$ cat config.mk
export PLATFORM = sky130hd
export DESIGN_NAME = matmul_tile_sequencer_flat
export DESIGN_NICKNAME = d
export VERILOG_FILES = /design/src/rtl/matmul_pkg.sv /design/src/rtl/matmul_tile_sequencer_if.sv /design/src/rtl/matrix_multiplication_accumulation.sv /design/src/rtl/matmul_tile_sequencer.sv /design/src/flat_wrapper.sv
export SDC_FILE = /design/constraint.sdc
export NUM_CORES = 2
export LEC_CHECK = 0
export ABC_AREA = 1
export BUFFER_PORTS_ARGS = -buffer_cell sky130_fd_sc_hd__buf_2
export CAP_MARGIN = 10
export CORE_UTILIZATION = 25
export DETAILED_ROUTE_END_ITERATION = 7
export GPL_TIMING_DRIVEN = 0
export PLACE_DENSITY_LB_ADDON = 0.12
export SKIP_LAST_GASP = 1
export SLEW_MARGIN = 20
export SYNTH_ARGS = -nofsm -noshare
export SYNTH_HDL_FRONTEND = slang
export SYNTH_SLANG_ARGS = --single-unit
$ cat constraint.sdc
create_clock -name clk -period 10.5 [get_ports clk]
set_input_delay 1.575 -clock clk [delete_from_list [all_inputs] [get_ports clk]]
set_output_delay 1.575 -clock clk [all_outputs]
set_load 0.01 [all_outputs]
$ cat src/rtl/matmul_pkg.sv
// rtl/matmul_pkg.sv - shared types and width helpers for the matmul tile sequencer
// Purpose: FSM state type and accumulator width rule used by the sequencer,
//   its bus interface and the multiply-accumulate datapath.
// Ports: none (package).
package matmul_pkg;

  typedef enum logic [1:0] {IDLE, ACCUM, DONE} seq_state_t;

  // Accumulator width for P-bit signed operands.
  function automatic int acc_w(input int p);
    return 4 * p;
  endfunction

endpackage

$ cat src/rtl/matmul_tile_sequencer_if.sv
// rtl/matmul_tile_sequencer_if.sv - job/tile/result handshake bundle for the tile sequencer
// Purpose: groups the three valid/ready channels of the sequencer.
// Signals:
//   job_*  : descriptor channel (valid/ready, k_tiles, c_init, c)
//   tile_* : tile pair channel (valid/ready, a, b)
//   res_*  : result channel (valid/ready, d)
// Modports: master = upstream/downstream side, slave = sequencer side.
interface matmul_tile_sequencer_if
  import matmul_pkg::*;
#(
  parameter int M      = 2,
  parameter int N      = 2,
  parameter int K      = 2,
  parameter int P      = 8,
  parameter int MAX_KT = 16
);
  localparam int ACC_W = acc_w(P);
  localparam int KT_W  = $clog2(MAX_KT + 1);

  logic                              job_valid;
  logic                              job_ready;
  logic [KT_W-1:0]                   job_k_tiles;
  logic                              job_c_init;
  logic [M-1:0][N-1:0][ACC_W-1:0]    job_c;

  logic                              tile_valid;
  logic                              tile_ready;
  logic [M-1:0][K-1:0][P-1:0]        tile_a;
  logic [K-1:0][N-1:0][P-1:0]        tile_b;

  logic                              res_valid;
  logic                              res_ready;
  logic [M-1:0][N-1:0][ACC_W-1:0]    res_d;

  modport master (
    output job_valid, job_k_tiles, job_c_init, job_c,
    output tile_valid, tile_a, tile_b,
    output res_ready,
    input  job_ready, tile_ready, res_valid, res_d
  );

  modport slave (
    input  job_valid, job_k_tiles, job_c_init, job_c,
    input  tile_valid, tile_a, tile_b,
    input  res_ready,
    output job_ready, tile_ready, res_valid, res_d
  );

endinterface

$ cat src/rtl/matrix_multiplication_accumulation.sv
// rtl/matrix_multiplication_accumulation.sv - combinational D = A*B + C tile datapath
// Purpose: signed MxK by KxN multiply with accumulator add, wrapping mod 2^ACC_W.
// Ports:
//   a : in  [M][K]P      signed A tile
//   b : in  [K][N]P      signed B tile
//   c : in  [M][N]ACC_W  signed accumulator operand
//   d : out [M][N]ACC_W  signed result
// TREE selects summation order (0: chain from C, else: products first, C last);
// both give identical bits because all sums wrap at ACC_W.
module matrix_multiplication_accumulation
  import matmul_pkg::*;
#(
  parameter int M    = 2,
  parameter int N    = 2,
  parameter int K    = 2,
  parameter int P    = 8,
  parameter int TREE = 0
) (
  input  logic [M-1:0][K-1:0][P-1:0]             a,
  input  logic [K-1:0][N-1:0][P-1:0]             b,
  input  logic [M-1:0][N-1:0][acc_w(P)-1:0]      c,
  output logic [M-1:0][N-1:0][acc_w(P)-1:0]      d
);
  localparam int ACC_W = acc_w(P);

  logic signed [2*P-1:0]   prod;
  logic signed [ACC_W-1:0] prod_ext;
  logic signed [ACC_W-1:0] sum;

  always_comb begin
    d        = '0;
    prod     = '0;
    prod_ext = '0;
    sum      = '0;
    for (int i = 0; i < M; i++) begin
      for (int j = 0; j < N; j++) begin
        sum = (TREE == 0) ? $signed(c[i][j]) : '0;
        for (int k = 0; k < K; k++) begin
          prod     = $signed(a[i][k]) * $signed(b[k][j]);
          prod_ext = prod;  // sign-extends the 2P-bit product
          sum      = sum + prod_ext;
        end
        if (TREE != 0) begin
          sum = sum + $signed(c[i][j]);
        end
        d[i][j] = sum;
      end
    end
  end

endmodule

$ cat src/rtl/matmul_tile_sequencer.sv
// rtl/matmul_tile_sequencer.sv - sequences multi-tile matmul-accumulate jobs over the datapath
// Purpose: accepts a job descriptor, accumulates k_tiles (A,B) pairs into a
//   registered MxN accumulator, then presents the accumulator as the result.
// Ports:
//   clk      : in  clock, rising edge
//   rst_n    : in  asynchronous active-low reset
//   bus      : slave side of the job/tile/result handshakes
//   busy     : out high whenever a job is in flight (not IDLE)
//   tile_cnt : out tiles accepted in the current job
module matmul_tile_sequencer
  import matmul_pkg::*;
#(
  parameter int M      = 2,
  parameter int N      = 2,
  parameter int K      = 2,
  parameter int P      = 8,
  parameter int TREE   = 0,
  parameter int MAX_KT = 16
) (
  input  logic                               clk,
  input  logic                               rst_n,
  matmul_tile_sequencer_if.slave             bus,
  output logic                               busy,
  output logic [$clog2(MAX_KT+1)-1:0]        tile_cnt
);
  localparam int ACC_W = acc_w(P);
  localparam int KT_W  = $clog2(MAX_KT + 1);

  seq_state_t                     state_q, state_d;
  logic [M-1:0][N-1:0][ACC_W-1:0] acc_q, dp_d;
  logic [KT_W-1:0]                kt_q, cnt_q, k_clamped;
  logic                           job_rdy, tile_rdy, res_vld;
  logic                           last_tile;

  matrix_multiplication_accumulation #(
    .M(M), .N(N), .K(K), .P(P), .TREE(TREE)
  ) u_dp (
    .a(bus.tile_a),
    .b(bus.tile_b),
    .c(acc_q),
    .d(dp_d)
  );

  assign k_clamped = (bus.job_k_tiles > KT_W'(MAX_KT)) ? KT_W'(MAX_KT) : bus.job_k_tiles;
  // kt_q is never 0 while in ACCUM, so kt_q-1 cannot underflow there.
  assign last_tile = (cnt_q == kt_q - KT_W'(1));

  always_comb begin
    state_d  = state_q;
    job_rdy  = 1'b0;
    tile_rdy = 1'b0;
    res_vld  = 1'b0;
    case (state_q)
      IDLE: begin
        job_rdy = 1'b1;
        if (bus.job_valid) begin
          state_d = (k_clamped == '0) ? DONE : ACCUM;
        end
      end
      ACCUM: begin
        tile_rdy = 1'b1;
        if (bus.tile_valid && last_tile) begin
          state_d = DONE;
        end
      end
      DONE: begin
        res_vld = 1'b1;
        if (bus.res_ready) begin
          state_d = IDLE;
        end
      end
      default: state_d = IDLE;
    endcase
  end

  always_ff @(posedge clk or negedge rst_n) begin
    if (!rst_n) begin
      state_q <= IDLE;
      acc_q   <= '0;
      kt_q    <= '0;
      cnt_q   <= '0;
    end else begin
      state_q <= state_d;
      if (job_rdy && bus.job_valid) begin
        kt_q  <= k_clamped;
        acc_q <= bus.job_c_init ? bus.job_c : '0;
        cnt_q <= '0;
      end else if (tile_rdy && bus.tile_valid) begin
        acc_q <= dp_d;
        cnt_q <= cnt_q + KT_W'(1);
      end
    end
  end

  assign bus.job_ready  = job_rdy;
  assign bus.tile_ready = tile_rdy;
  assign bus.res_valid  = res_vld;
  assign bus.res_d      = acc_q;
  assign busy           = (state_q != IDLE);
  assign tile_cnt       = cnt_q;

endmodule

$ cat src/flat_wrapper.sv
// flat-port wrapper written by rule: the top's interface ports become plain ports
module matmul_tile_sequencer_flat import matmul_pkg::*;
#(
  parameter int M      = 2,
  parameter int N      = 2,
  parameter int K      = 2,
  parameter int P      = 8,
  parameter int TREE   = 0,
  parameter int MAX_KT = 16
)
  (clk, rst_n, busy, tile_cnt, bus_job_valid, bus_job_k_tiles, bus_job_c_init, bus_job_c, bus_tile_valid, bus_tile_a, bus_tile_b, bus_res_ready, bus_job_ready, bus_tile_ready, bus_res_valid, bus_res_d);
  matmul_tile_sequencer_if #(.M(M), .N(N), .K(K), .P(P), .MAX_KT(MAX_KT)) bus_i ();
  input  logic clk;
  input  logic rst_n;
  output logic busy;
  output logic [$clog2(MAX_KT+1)-1:0] tile_cnt;
  input wire logic [$bits(bus_i.job_valid)-1:0] bus_job_valid;
  input wire logic [$bits(bus_i.job_k_tiles)-1:0] bus_job_k_tiles;
  input wire logic [$bits(bus_i.job_c_init)-1:0] bus_job_c_init;
  input wire logic [$bits(bus_i.job_c)-1:0] bus_job_c;
  input wire logic [$bits(bus_i.tile_valid)-1:0] bus_tile_valid;
  input wire logic [$bits(bus_i.tile_a)-1:0] bus_tile_a;
  input wire logic [$bits(bus_i.tile_b)-1:0] bus_tile_b;
  input wire logic [$bits(bus_i.res_ready)-1:0] bus_res_ready;
  output wire logic [$bits(bus_i.job_ready)-1:0] bus_job_ready;
  output wire logic [$bits(bus_i.tile_ready)-1:0] bus_tile_ready;
  output wire logic [$bits(bus_i.res_valid)-1:0] bus_res_valid;
  output wire logic [$bits(bus_i.res_d)-1:0] bus_res_d;
  assign bus_i.job_valid = bus_job_valid;
  assign bus_i.job_k_tiles = bus_job_k_tiles;
  assign bus_i.job_c_init = bus_job_c_init;
  assign bus_i.job_c = bus_job_c;
  assign bus_i.tile_valid = bus_tile_valid;
  assign bus_i.tile_a = bus_tile_a;
  assign bus_i.tile_b = bus_tile_b;
  assign bus_i.res_ready = bus_res_ready;
  assign bus_job_ready = bus_i.job_ready;
  assign bus_tile_ready = bus_i.tile_ready;
  assign bus_res_valid = bus_i.res_valid;
  assign bus_res_d = bus_i.res_d;
  matmul_tile_sequencer #(.M(M), .N(N), .K(K), .P(P), .TREE(TREE), .MAX_KT(MAX_KT)) u_core (.clk(clk), .rst_n(rst_n), .bus(bus_i), .busy(busy), .tile_cnt(tile_cnt));
endmodule
# --- After elaboration in Yosys (flattened, before gate mapping) ---
# Index checks and enable logic that the tools add are counted.
totals:
  reg_bits: 140
  input_bits: 203
  output_inout_bits: 137
  elab_cells: 54
classes:
  n_addsub: 10
  multipliers: 8
  magnitude_cmp: 1
  n_eq_ne: 6
  muxes: 14
  reduce_logical: 8
op_table:
  columns: ["op", "count"]
  rows:
  - ["128-bit 2-to-1 mux", 3]
  - ["32-bit by 16-bit adder with 32-bit output", 8]
  - ["8-bit by 8-bit multiplier with 16-bit output", 8]
  - ["5-bit 2-to-1 mux", 3]
  - ["2-bit 2-to-1 mux", 4]
  - ["2-bit case mux with 3 select lines", 1]
  - ["5-bit by 1-bit adder with 5-bit output (second input constant)", 1]
  - ["5-bit equality test", 1]
  - ["5-bit greater-than comparator (second input constant)", 1]
  - ["5-bit zero test", 1]
  - ["5-bit by 1-bit subtractor with 5-bit output (second input constant)", 1]
  - ["2-bit inequality test (second input constant)", 2]
  - ["2-bit nonzero test", 2]
  - ["1-bit logical AND", 3]
  - ["1-bit 2-to-1 mux", 3]
  - ["3-bit AND reduction", 1]
  - ["2-bit by 1-bit equality test with 1-bit output (second input constant)", 1]
  - ["2-bit equality test (second input constant)", 1]
  - ["2-bit zero test", 1]
  - ["2-bit by 1-bit inequality test with 1-bit output (second input constant)", 1]

# --- Longest topological paths before layout ---
depth:
  depth_word: 6
  depth_mapped: 30
  depth_no_buf: 28

# --- Hierarchy ---
# From an unflattened synthesis, not the netlist that was laid out.
hier_totals:
  hier_cells: 6364
  area_unflattened_um2: 47317.9
by_module_without_submodules:
  columns: ["module", "n_inst", "cells_per_inst", "area_per_inst_um2"]
  rows:
  - ["matrix_multiplication_accumulation", 1, 5549, 40608.9]
  - ["matmul_tile_sequencer", 1, 815, 6708.9]

# --- Worst setup path after synthesis ---
# Ideal clock, no wire load.
synth_path:
  path_type: "input-to-reg"
  start: "input port bus_tile_a[15]"
  end: "register u_core.acc_q (netlist bit u_core.bus.res_d[31])"
  setup_time_ns: 0.121
  arrival_ns: 7.130
  required_ns: 10.379
  path_slack_ns: 3.249
  cell_stages: 24
  path_cell_list: "clkbuf_1 > clkbuf_1 > nand2_1 > inv_1 > fa_1 > fa_1 > inv_1 > fa_1 > fa_1 > inv_1 > fa_1 > inv_1 > fa_1 > inv_1 > ha_1 > nand2_1 > nor2_1 > and3_1 > and2_1 > nand2_1 > nand2_1 > nand2_1 > nand3_1 > a21oi_1"
synth_between:
  elab_chain_cells: 4
synth_lines:
  columns: ["element", "line", "text"]
  rows:
  - ["start: declaration", "flat_wrapper.sv:22", "input wire logic [$bits(bus_i.tile_a)-1:0] bus_tile_a;"]
  - ["8-bit by 8-bit multiplier with 16-bit output", "matrix_multiplication_accumulation.sv:39", "prod = $signed(a[i][k]) * $signed(b[k][j]);"]
  - ["32-bit by 16-bit adder with 32-bit output", "matrix_multiplication_accumulation.sv:41", "sum = sum + prod_ext;"]
  - ["128-bit 2-to-1 mux", "matmul_tile_sequencer.sv:88", "end else if (tile_rdy && bus.tile_valid) begin"]
  - ["128-bit 2-to-1 mux", "matmul_tile_sequencer.sv:84", "if (job_rdy && bus.job_valid) begin"]
  - ["end signal: assignment", "matmul_tile_sequencer.sv:86", "acc_q <= bus.job_c_init ? bus.job_c : '0;"]
  - ["end signal: assignment", "matmul_tile_sequencer.sv:89", "acc_q <= dp_d;"]
  - ["end: declaration", "matmul_tile_sequencer.sv:30", "logic [M-1:0][N-1:0][ACC_W-1:0] acc_q, dp_d;"]
# No other way between the ends. The select of a mux whose other input is x is not followed.
# A chain may end at the register's enable or synchronous reset.

# --- Worst setup path after layout ---
layout_path:
  start: "input port bus_tile_a[15]"
  end: "register u_core.acc_q (netlist bit u_core.bus.res_d[23])"
# Same word-level chain as after synthesis.

==> reports/results.ini <==
[outcome]
status = finished with violations
failed_checks = DRC

[yosys]
synth_cell_types = 34
synth_top_area_share_pct = 37.4
synth_top_cell_by_area = fa_1
synth_most_common_cell = inv_1
ys_top_cells_by_count = 2266 x inv_1, 1497 x nand2_1, 884 x fa_1, 486 x ha_1, 349 x nor2_1
yosys-top-cells-area = fa_1 37%, inv_1 18%, ha_1 13%, nand2_1 12%, dfrtp_1 7.4%
synth_area_mm2 = 0.0473
async_reset_ff_share_pct = 100
synth_seq_cells = 140
syn_inst = 6499
syn-num-nets = 8072
ys_seq_area_share_pct = 7.41
ys_warn_count = 0
syn_avg_cell_area_um2 = 7.28
synth-edff-count = 0
synth-main-ff-cell = dfrtp_1

[worst_hold_path]
min_to = u_core.bus.res_d[118]
hold_path.class = reg2reg
hp-start = u_core.bus.res_d[118]
holdPathStages = 2

[place]
place_congestion = 0.918
dpl_worst_slack_ps = 1030
hpwl_um = 164000
port_buffers = 285
placed_area_mm2 = 0.0520

[run]
max_cap_violations = 0

[clock_tree]
cts_resized = 0
clock_sinks = 140
clk_latency_ps = 570
cts_tree = built
cts_max_path_buffers = 2
cts_inserted_buffers = 17
cts_setup_buffers = 0
clock-root-buffer = clkbuf_16
htree_levels = 4
clk_pin_slew_ps = 80
hold_buffers = 0

[critical_path]
rrSetupSlack_ps = 5080
r2r-start = u_core.bus.res_d[70]
worst_ep_required_time_ps = 10950
path_class = in2reg
cp_data_arrival_time_ps = 9280
r2r-end = u_core.bus.res_d[93]
cp-end-kind = flop
crit_fanout = 11
start_kind = primary input
r2r_cells = 22

[sta]
max_freq_ghz = 0.113
hold_viol_final = 0
fin_crit_ps = 8830
fin_crit_sh_pct = 84.1
drv_slew = 0
tns_ps = 0
clock_skew_ps = 18.8
rsz0062_at_grt = no
finalSetupViolations = 0
relSlewSlack_pct = 25.8
worst_slack_ps = 1670
worst_pin_slew_ps = 1110

[global_routing]
grt_pass1_vias = 41600
overflow = 0
antenna_found_initial = 48
grt_max_degree = 67
grt.total_usage_pct = 19.8
grt_pass1_wl_um = 274000

[route]
route.detailed.drc = 42
vias = 39300
viasPerCell = 4.20
drt_iter0_markers = 1918
wl_per_cell_um = 19.8
firstDrtPassIters = 8
drt-total-wl_um = 185000
antenna_left = 0

[floorplanning]
io_pins = 340
die_area_mm2 = 0.191
coreArea_mm2 = 0.188
rows = 159
start_util_pct = 25.2
die_x_um = 437
die_y_um = 437

[final_layout]
stdcell_area_mm2 = 0.0526
nets = 8381
drive_gt1_share_pct = 6.11
synthToLayoutAreaGrowth_pct = 11.3

per-stage QoR:
| stage | utilization, % | instances | hold WS (ps) |
|---|---|---|---|
| final | 28.0 | 9338 | 525 |
| after global routing | 28.0 | 9326 | 565 |
| after CTS | 28.0 | 9316 | 531 |
| after detailed placement | 27.7 | 9284 | 507 |
| after global placement | 27.6 | 9279 | 514 |
| after floorplan | - | 6499 | 501 |
cell type report:
cell class	instances	area (um^2)
inverter	2283	8570
buffer	174	731
antenna	22	55.1
multi-input combinational	3902	34500
tap	2495	3120
sequential	140	3500
timing repair buffer	290	1570
clock buffer	17	425
clock inverter	15	154
fill	21200	135000
logic make-up after synthesis:
| group | synth area share, % |
|---|---|
| compound gates | 3.92 |
| xor+xnor | 0.333 |
| fa+ha+maj | 50.3 |
| buf+inv | 19.6 |
| flops | 7.41 |
| simple gates | 18.4 |
state kept, by name, summed over array words and instances (netlist names):
signal	flops
u_core.bus.res_d	128
u_core.kt_q	5
u_core.tile_cnt	5
u_core.state_q	2
worst max-delay path, cell delays in order:
cell	delay, ps
clkbuf_1	760
clkbuf_1	750
nand2_1	120
inv_1	140
fa_1	580
fa_1	590
inv_1	90
fa_1	520
fa_1	790
inv_1	400
fa_1	600
inv_1	50
fa_1	480
inv_1	40
ha_1	390
nand2_1	160
nor2_1	270
and3_1	280
nand3_1	160
nand3_1	100
nand2_1	50
nand3_1	140
nand2_1	80
nand2_1	70
nand2_1	60
placed cells by master, fill, tap and decap left out, types with 4 or more instances in the layout:
cell	synthesis	layout
nand3b_1	16	16
or2_2	19	19
nand2_1	1497	1497
buf_2	35	322
inv_8	0	4
xor2_1	8	8
nand4_1	50	50
o21a_1	4	4
buf_16	0	5
ha_1	486	486
inv_6	0	4
fa_1	884	883
nand3_1	187	187
clkbuf_16	0	17
diode_2	0	22
o21bai_1	15	15
buf_4	6	6
a21o_1	4	4
dfrtp_1	140	140
o21ai_0	80	80
clkinvlp_4	0	4
nor3_1	31	31
clkbuf_2	0	6
inv_1	2266	2262
xnor2_1	10	10
and2_1	12	12
a31oi_1	46	46
clkbuf_1	127	121
a21oi_1	192	192
nor2_1	349	349
inv_2	17	21
worst max path at each step:
| stage | start | to | slack, ps | cells after the start |
|---|---|---|---|---|
| after floorplan | bus_tile_a[15] | u_core.bus.res_d[31] | 3250 | 24 |
| after global placement | bus_tile_a[15] | u_core.bus.res_d[23] | 1030 | 25 |
| after detailed placement | bus_tile_a[15] | u_core.bus.res_d[23] | 1030 | 25 |
| after CTS | bus_tile_a[15] | u_core.bus.res_d[23] | 1660 | 25 |
| after global routing | bus_tile_a[15] | u_core.bus.res_d[23] | 1160 | 25 |
| final | bus_tile_a[15] | u_core.bus.res_d[23] | 1670 | 25 |
per-layer routing:
layer	share of wire, %	global-route usage, %	vias up
li1	-	-	19000
met1	46	26.4	19400
met2	48	33.4	626
met3	3.1	1.83	161
met4	2.9	6.47	16
met5	0.055	0	-
Power is not shown: default switching activity piles up to over one toggle a cycle in this logic, so the estimate is an artifact.
